**config.mk**
```make
export PLATFORM = sky130hd
export DESIGN_NAME = mult_pipe_sched
export DESIGN_NICKNAME = d
export VERILOG_FILES = /design/src/rtl/mult_pipe_pkg.sv /design/src/rtl/valid_delay_line.sv /design/src/rtl/mult_pipe_sched.sv
export SDC_FILE = /design/constraint.sdc
export NUM_CORES = 1
export LEC_CHECK = 0
export ABC_CLOCK_PERIOD_IN_PS = 5500
export BUFFER_PORTS_ARGS = -buffer_cell sky130_fd_sc_hd__buf_2
export CORE_MARGIN = 2
export CORE_UTILIZATION = 60
export CTS_BUF_LIST = sky130_fd_sc_hd__clkbuf_8
export DETAILED_ROUTE_END_ITERATION = 16
export PLACE_DENSITY_LB_ADDON = 0.1
export SLEW_MARGIN = 5
export SYNTH_ARGS = -nofsm -noshare
export SYNTH_HDL_FRONTEND = slang
export SYNTH_SLANG_ARGS = --single-unit
```
**constraint.sdc**
```tcl
create_clock -name clk -period 5.5 [get_ports clk]
set_input_delay 0.55 -clock clk [delete_from_list [all_inputs] [get_ports clk]]
set_output_delay 0.55 -clock clk [all_outputs]
set_load 0.01 [all_outputs]
```
**src/rtl/mult_pipe_pkg.sv**
```systemverilog
// rtl/mult_pipe_pkg.sv - shared state type, line geometry and credit sizing for the multiply issue scheduler
package mult_pipe_pkg;

  typedef enum logic [2:0] {
    S_IDLE,
    S_RUN,
    S_PAD,
    S_DRAIN,
    S_DONE
  } t_sched_state;

  localparam int WORDS_PER_LINE   = 8;
  localparam int DEFAULT_PIPE_LAT = 4;

  function automatic int credit_width(input int depth);
    return $clog2(depth + 1);
  endfunction

endpackage

```
**src/rtl/valid_delay_line.sv**
```systemverilog
// rtl/valid_delay_line.sv - PIPE_LAT-deep {valid,pad} shift register shadowing the multiplier pipeline
module valid_delay_line #(
  parameter int PIPE_LAT = 4
) (
  input  logic clk,
  input  logic clear,
  input  logic in_valid,
  input  logic in_pad,
  output logic out_valid,
  output logic out_pad,
  output logic any_valid
);

  logic [PIPE_LAT-1:0] vld_q, pad_q, vld_d, pad_d;

  always_comb begin
    vld_d = PIPE_LAT'({vld_q, in_valid});
    pad_d = PIPE_LAT'({pad_q, in_pad});
  end

  always_ff @(posedge clk) begin
    if (clear) begin
      vld_q <= '0;
      pad_q <= '0;
    end else begin
      vld_q <= vld_d;
      pad_q <= pad_d;
    end
  end

  assign out_valid = vld_q[PIPE_LAT-1];
  assign out_pad   = pad_q[PIPE_LAT-1];
  // Entries still in flight after this cycle; the word leaving now is not counted.
  assign any_valid = |vld_d;

endmodule

```
**src/rtl/mult_pipe_sched.sv**
```systemverilog
// rtl/mult_pipe_sched.sv - credit-based issue scheduler feeding the fp64 multiplier, with line padding
module mult_pipe_sched import mult_pipe_pkg::*; #(
  parameter int PIPE_LAT       = mult_pipe_pkg::DEFAULT_PIPE_LAT,
  parameter int OUT_DEPTH      = 16,
  parameter int WORDS_PER_LINE = mult_pipe_pkg::WORDS_PER_LINE,
  parameter int LEN_W          = 64
) (
  input  logic             clk,
  input  logic             reset,
  input  logic             start,
  input  logic [LEN_W-1:0] num_words,
  input  logic             in_empty,
  output logic             in_rd_en,
  output logic             out_wr_en,
  output logic             out_pad,
  input  logic             out_rd_en,
  output logic [LEN_W-1:0] total_lines,
  output logic             busy,
  output logic             done,
  output logic             err_zero_len
);

  localparam int CW = credit_width(OUT_DEPTH);
  localparam int PW = $clog2(WORDS_PER_LINE + 1);
  localparam logic [CW:0]      LINE_CREDITS = (CW+1)'(WORDS_PER_LINE);
  localparam logic [CW:0]      MAX_CREDITS  = (CW+1)'(OUT_DEPTH);
  localparam logic [LEN_W-1:0] WPL          = LEN_W'(WORDS_PER_LINE);

  t_sched_state     state_q, state_d;
  logic [LEN_W-1:0] len_q, issued_q, rem;
  logic [PW-1:0]    pad_left_q;
  logic [CW-1:0]    credits_q;
  logic [CW:0]      credits_sum;
  logic             have_credit, issue, pad_slot, slot, last_issue;
  logic             dl_valid, dl_pad, dl_any;

  assign have_credit = credits_q != '0;
  assign rem         = len_q % WPL;
  assign issue       = !reset && state_q == S_RUN && !in_empty && have_credit && issued_q < len_q;
  assign pad_slot    = !reset && state_q == S_PAD && have_credit;
  assign slot        = issue | pad_slot;
  assign last_issue  = issue && (issued_q + LEN_W'(1) == len_q);
  assign credits_sum = {1'b0, credits_q} + (out_rd_en ? LINE_CREDITS : '0) - (CW+1)'(slot);

  always_comb begin
    state_d = state_q;
    unique case (state_q)
      S_IDLE:  if (start) state_d = (num_words == '0) ? S_DONE : S_RUN;
      S_RUN:   if (last_issue) state_d = (rem != '0) ? S_PAD : S_DRAIN;
      S_PAD:   if (pad_slot && pad_left_q == PW'(1)) state_d = S_DRAIN;
      S_DRAIN: if (!dl_any) state_d = S_DONE;
      S_DONE:  state_d = S_IDLE;
      default: state_d = S_IDLE;
    endcase
  end

  always_ff @(posedge clk) begin
    if (reset) begin
      state_q      <= S_IDLE;
      len_q        <= '0;
      issued_q     <= '0;
      pad_left_q   <= '0;
      credits_q    <= CW'(OUT_DEPTH);
      total_lines  <= '0;
      err_zero_len <= 1'b0;
    end else begin
      assert (credits_sum <= MAX_CREDITS);
      state_q   <= state_d;
      credits_q <= credits_sum[CW-1:0];
      if (state_q == S_IDLE && start) begin
        len_q        <= num_words;
        issued_q     <= '0;
        total_lines  <= (num_words / WPL) + LEN_W'((num_words % WPL) != '0);
        err_zero_len <= num_words == '0;
      end
      if (issue) issued_q <= issued_q + LEN_W'(1);
      if (last_issue) pad_left_q <= PW'(WPL - rem);
      else if (pad_slot) pad_left_q <= pad_left_q - PW'(1);
    end
  end

  valid_delay_line #(.PIPE_LAT(PIPE_LAT)) u_delay (
    .clk       (clk),
    .clear     (reset),
    .in_valid  (slot),
    .in_pad    (pad_slot),
    .out_valid (dl_valid),
    .out_pad   (dl_pad),
    .any_valid (dl_any)
  );

  assign in_rd_en  = issue;
  assign out_wr_en = dl_valid && !reset;
  assign out_pad   = dl_valid && dl_pad && !reset;
  assign busy      = state_q != S_IDLE;
  assign done      = state_q == S_DONE;

endmodule

```
# [Word level (Yosys, flattened, before mapping)]
# Cells that the tools add are included.
[totals] in_bits=69 elab_cells=63 out_inout_bits=70 register_bits=213
[op_classes] n_bitwise=1 magnitude_cmp=1 add_sub_neg=6 eq_ne=10 n_reduce_logical=24 n_mux=12
[op_table] op="$mux W64" count=2
[op_table] op="$reduce_bool A64 Y1" count=2
[op_table] op="$add A64 B1 Y64 const B" count=1
[op_table] op="$eq A64 B64 Y1" count=1
[op_table] op="$logic_not A64 Y1" count=1
[op_table] op="$lt A64 B64 Y1" count=1
[op_table] op="$add A61 B1 Y62" count=1
[op_table] op="$mux W3" count=5
[op_table] op="$logic_and A1 B1 Y1" count=12
[op_table] op="$mux W4" count=3
[op_table] op="$pmux W3 S4" count=1
[op_table] op="$eq A3 B2 Y1 const B" count=2
[op_table] op="$ne A2 B2 Y1 const B" count=3
[op_table] op="$add A5 B4 Y5" count=1
[op_table] op="$reduce_bool A5 Y1" count=1
[op_table] op="$sub A5 B1 Y5" count=1
[op_table] op="$eq A4 B1 Y1 const B" count=1
[op_table] op="$reduce_and A4 Y1" count=1
[op_table] op="$reduce_bool A2 Y1" count=2
[op_table] op="$reduce_or A4 Y1" count=1
[op_table] op="$sub A4 B1 Y4 const B" count=1
[op_table] op="$sub A4 B3 Y4 const A" count=1
[op_table] op="$eq A3 B1 Y1 const B" count=1
[op_table] op="$eq A3 B3 Y1 const B" count=1
[op_table] op="6 further kinds" count=7

# [Depth between registers and ports, before layout]
[depth] word_depth=9 mapped_depth=20 ltp_nobuf=16

# [Modules after synthesis]
# Synthesis repeated with hierarchy kept, for this count alone.
[unflattened] cells_unflattened=1783 hier_area_um2=13556.8
[by_module_without_submodules] module="mult_pipe_sched" area_per_inst_um2=13339.0 cells_per_inst=1766 n_inst=1
[by_module_without_submodules] module="valid_delay_line" area_per_inst_um2=217.7 cells_per_inst=17 n_inst=1

# [Worst setup path before layout]
# No wires, ideal clock.
[synth_path] path_type="reg-to-reg" startpoint="register len_q[59]" endpoint="register credits_q[2]" n_path_buf=3 arrival_ns=3.692 synth_period_minus_slack_ns=3.820 path_slack_ns=1.680 stages_incl_launch_ff=18 required_time_ns=5.372 setup_time_ns=0.128 cell_sequence="dfxtp_1 > inv_1 > ha_1 > and3_1 > nand3_1 > or4_1 > a2111o_1 > o21bai_1 > nand3_1 > clkbuf_1 > clkbuf_1 > buf_1 > nand2_1 > ha_1 > inv_1 > ha_1 > fa_1 > nor2b_1"
[synth_between] elab_chain_cells=4
[synth_lines] element="start, declared" line_no="mult_pipe_sched.sv:30" text="logic [LEN_W-1:0] len_q, issued_q, rem;"
[synth_lines] element="start signal, assigned" line_no="mult_pipe_sched.sv:71" text="len_q <= num_words;"
[synth_lines] element="$lt A64 B64 Y1" line_no="mult_pipe_sched.sv:39" text="assign issue = !reset && state_q == S_RUN && !in_empty && have_credit && issued_q < len_q;"
[synth_lines] element="$logic_and A1 B1 Y1" line_no="mult_pipe_sched.sv:39"
[synth_lines] element="$or A1 B1 Y1" line_no="mult_pipe_sched.sv:41" text="assign slot = issue | pad_slot;"
[synth_lines] element="net slot" line_no="mult_pipe_sched.sv:34" text="logic have_credit, issue, pad_slot, slot, last_issue;"
[synth_lines] element="$sub A5 B1 Y5" line_no="mult_pipe_sched.sv:43" text="assign credits_sum = {1'b0, credits_q} + (out_rd_en ? LINE_CREDITS : '0) - (CW+1)'(slot);"
[synth_lines] element="net credits_sum[2]" line_no="mult_pipe_sched.sv:33" text="logic [CW:0] credits_sum;"
[synth_lines] element="end signal, assigned" line_no="mult_pipe_sched.sv:63" text="credits_q <= CW'(OUT_DEPTH);"
[synth_lines] element="end signal, assigned" line_no="mult_pipe_sched.sv:69" text="credits_q <= credits_sum[CW-1:0];"
[synth_lines] element="end, declared" line_no="mult_pipe_sched.sv:32" text="logic [CW-1:0] credits_q;"
# The timed path passes the listed nets, and every way through them passes these cells.
# A chain may end at the register's enable or synchronous reset.

# [Final worst setup path]
[layout_path] startpoint="register issued_q[0]" endpoint="register state_q[0]"
[layout_between] elab_chain_cells=6
[layout_lines] element="start, declared" line_no="mult_pipe_sched.sv:30"
[layout_lines] element="start signal, assigned" line_no="mult_pipe_sched.sv:76" text="if (issue) issued_q <= issued_q + LEN_W'(1);"
[layout_lines] element="branches (longest 5 deep; another with $add A64 B1 Y64)"
[layout_lines] element="$reduce_and A4 Y1 (no line) *"
[layout_lines] element="end signal, assigned" line_no="mult_pipe_sched.sv:68" text="state_q <= state_d;"
[layout_lines] element="end, declared" line_no="mult_pipe_sched.sv:29" text="t_sched_state state_q, state_d;"
# Mark *: on every way between the ends.

==> qor.yml <==
intPower_uw: 2700
nets: 2095
die_h_um: 157
pre_cts_ws_ns: 1.03
synth-seq-cells: 211
cp.arrival_ns: 5.07
gp_congestion: 1.05
worst_slack_ns: 0.840
p_clk_frac: 0.396
grt_max_degree: 97
rows: 55
netlist_area_sq_mm: 0.0140
tritoncts: "done"
tns_ns: 0
antenna_left: 0
p_seq_frac: 0.436
maxCapViolations: 0
cp-start-kind: "flip-flop"
hpwl_mm: 36.6
switching_share: 0.302
fin_crit_sh: 0.847
yosysTopAreaCell: "dfxtp_1"
synthCells: 1868
dp_cells: 2223
htreeDepth: 2
worst_ep_required_time_ns: 5.91
die_area_sq_mm: 0.0246
synth_top_area_share: 0.301
cts_root_buffer: "clkbuf_8"
final_common_cell: "nand2_1"
drt_iter0_drc: 1408
fin_area_sq_mm: 0.0156
comb_power_share: 0.168
holdBufCountCts: 0
cts-resized-gates: 0
die_w_um: 157
synth-seq-area-share: 0.301
worstPathMaxFanout: 11
viasPerCell: 6.40
io_buffers: 136
outcome: "finished, final reports clean"
drt_pass1_iterations: 6
grt.total_usage: 0.393
synth_edf_count: 0
cts_buffers: 37
layoutNonFillerInstCount: 2289
postPlaceCellArea_sq_mm: 0.0148
worst_pin_slew_ns: 1.15
clk_latency_ns: 0.56
clock_skew_ns: 0.0313
grt_pass1_wl_mm: 75.2
period_needed_ns: 4.66
ys_types: 76
synth_flop_cell: "dfxtp_1"
coreArea_sq_mm: 0.0228
final_cell_mix: "nand2_1 (217), dfxtp_1 (211), a21oi_1 (189)"
leakagePower_uw: 0.00595
area_delta_synth_final_pct: 11.1
critical_path_class: "reg2reg"
ir_drop_mv: 0.279
post-cts-setup-buffers: 0
whs_ns: 0.273
antenna_found_initial: 3
drive_gt1_frac: 0.120
wl_per_cell_um: 21.4
max_freq_mhz: 215
clock_path_buffers: 3
hold_viol_final: 0
drc: 0
initial_utilization: 0.616
ioPinCount: 139
setup_viol: 0
grt_setup_unrepaired: "false"
clock_sinks: 211
p_sw_uw: 1170
slew-limit-headroom: 0.224
power.density_mw_per_mm2: 248
syn_area_per_cell_sq_um: 7.52
clk_transition_reported_paths_ns: 0.06
overflow: 0
ys_async_sr_fraction: 0
slew_violations: 0
vias: 14600
ys_warn_count: 0
grt_pass1_vias: 13400
fillers: 1963
endpoint_kind: "flip-flop"
hold_path.class: "in2reg"
yosys-top-cells-area: "dfxtp_1 (30%), ha_1 (6.8%), a21oi_1 (6.7%), nand2_1 (5.8%), xor2_1 (4.7%)"
drt_wl_total_mm: 48.9
==> final cells by class <==
type                            count  area (sq um)  area share
Clock buffer                       46           633      0.0406
Antenna cell                        1          2.50    0.000160
Timing Repair Buffer              154           835      0.0535
Inverter                           89           334      0.0214
Sequential cell                   211          4220       0.271
Multi-Input combinational cell   1456          9050       0.580
Clock inverter                     19           135     0.00866
Tap cell                          313           392      0.0251
==> Yosys cell counts, types with 5 or more instances <==
| cell type | n |
|---|---|
| nand4b_1 | 6 |
| or2_2 | 8 |
| nor4_1 | 50 |
| xor2_1 | 75 |
| buf_1 | 5 |
| buf_2 | 15 |
| nor3_1 | 39 |
| nand3b_1 | 11 |
| a211oi_1 | 62 |
| a31oi_1 | 10 |
| or4_1 | 33 |
| or3_1 | 47 |
| o21ai_0 | 79 |
| nor2b_1 | 23 |
| xnor2_1 | 72 |
| a21oi_1 | 189 |
| nor3b_1 | 6 |
| nand2_1 | 218 |
| a311oi_1 | 8 |
| nor2_1 | 156 |
| nand3_1 | 76 |
| ha_1 | 76 |
| inv_1 | 89 |
| clkbuf_1 | 89 |
| o31ai_1 | 7 |
| dfxtp_1 | 211 |
| and3_1 | 32 |
| a21o_1 | 11 |
| and2_1 | 8 |
| nand4_1 | 61 |
| and4_1 | 11 |
==> power groups by stage <==
stage,Sequential (uW),Combinational (uW),Clock (uW)
floorplan,1710,402,0
global placement,1720,626,0
detailed placement,1720,634,0
CTS,1690,642,1540
global route,1690,714,1610
finish,1690,652,1530
==> per-stage QoR <==
stage                      util  power [uW]
after floorplan               -        2110
after global placement    0.651        2340
after detailed placement  0.651        2350
after CTS                 0.685        3860
after global routing      0.685        4020
final                     0.685        3870
==> layer usage <==
metal,track usage,vias to the layer above,routed length [um]
li1,-,6884,-
met1,0.504,6796,19300
met2,0.641,788,22400
met3,0.0771,170,4640
met4,0.176,4,2570
met5,0,-,29
==> final timing paths <==
check | start | end | slack, ns | depth (start not counted)
setup / recovery | issued_q[0] | state_q[0] | 0.84 | 10
hold reg to reg | u_delay.pad_q[0] | u_delay.pad_q[1] | 0.42 | 1
setup reg to reg | issued_q[0] | state_q[0] | 0.84 | 10
hold / removal | num_words[0] | len_q[0] | 0.27 | 3
==> flip-flops by register name (all words and copies together) (netlist names) <==
signal,count
err_zero_len,1
credits_q,5
u_delay.vld_q,4
u_delay.pad_q,4
pad_left_q,4
issued_q,64
total_lines,62
len_q,64
state_q,3
==> critical path, stage by stage (launching register included) <==
cell and delay (ns):
dfxtp_1 0.48, ha_1 0.39, nand2_1 0.27, or3_1 0.61, nor3_1 0.72, nand3_1 0.48, nor4_1 0.38, a21oi_1 0.11
or4_1 0.55, o41ai_1 0.42, a21oi_1 0.11
==> kinds of logic after synthesis <==
kind of cell    count (synthesis)  synth area share
simple gates                  817             0.305
fa+ha+maj                      77            0.0692
mux                             4           0.00303
flops                         211             0.301
other cells                     1          0.000267
xor+xnor                      148            0.0929
compound gates                408             0.173
buf+inv                       202            0.0562
(Power assumes the default switching activity.)
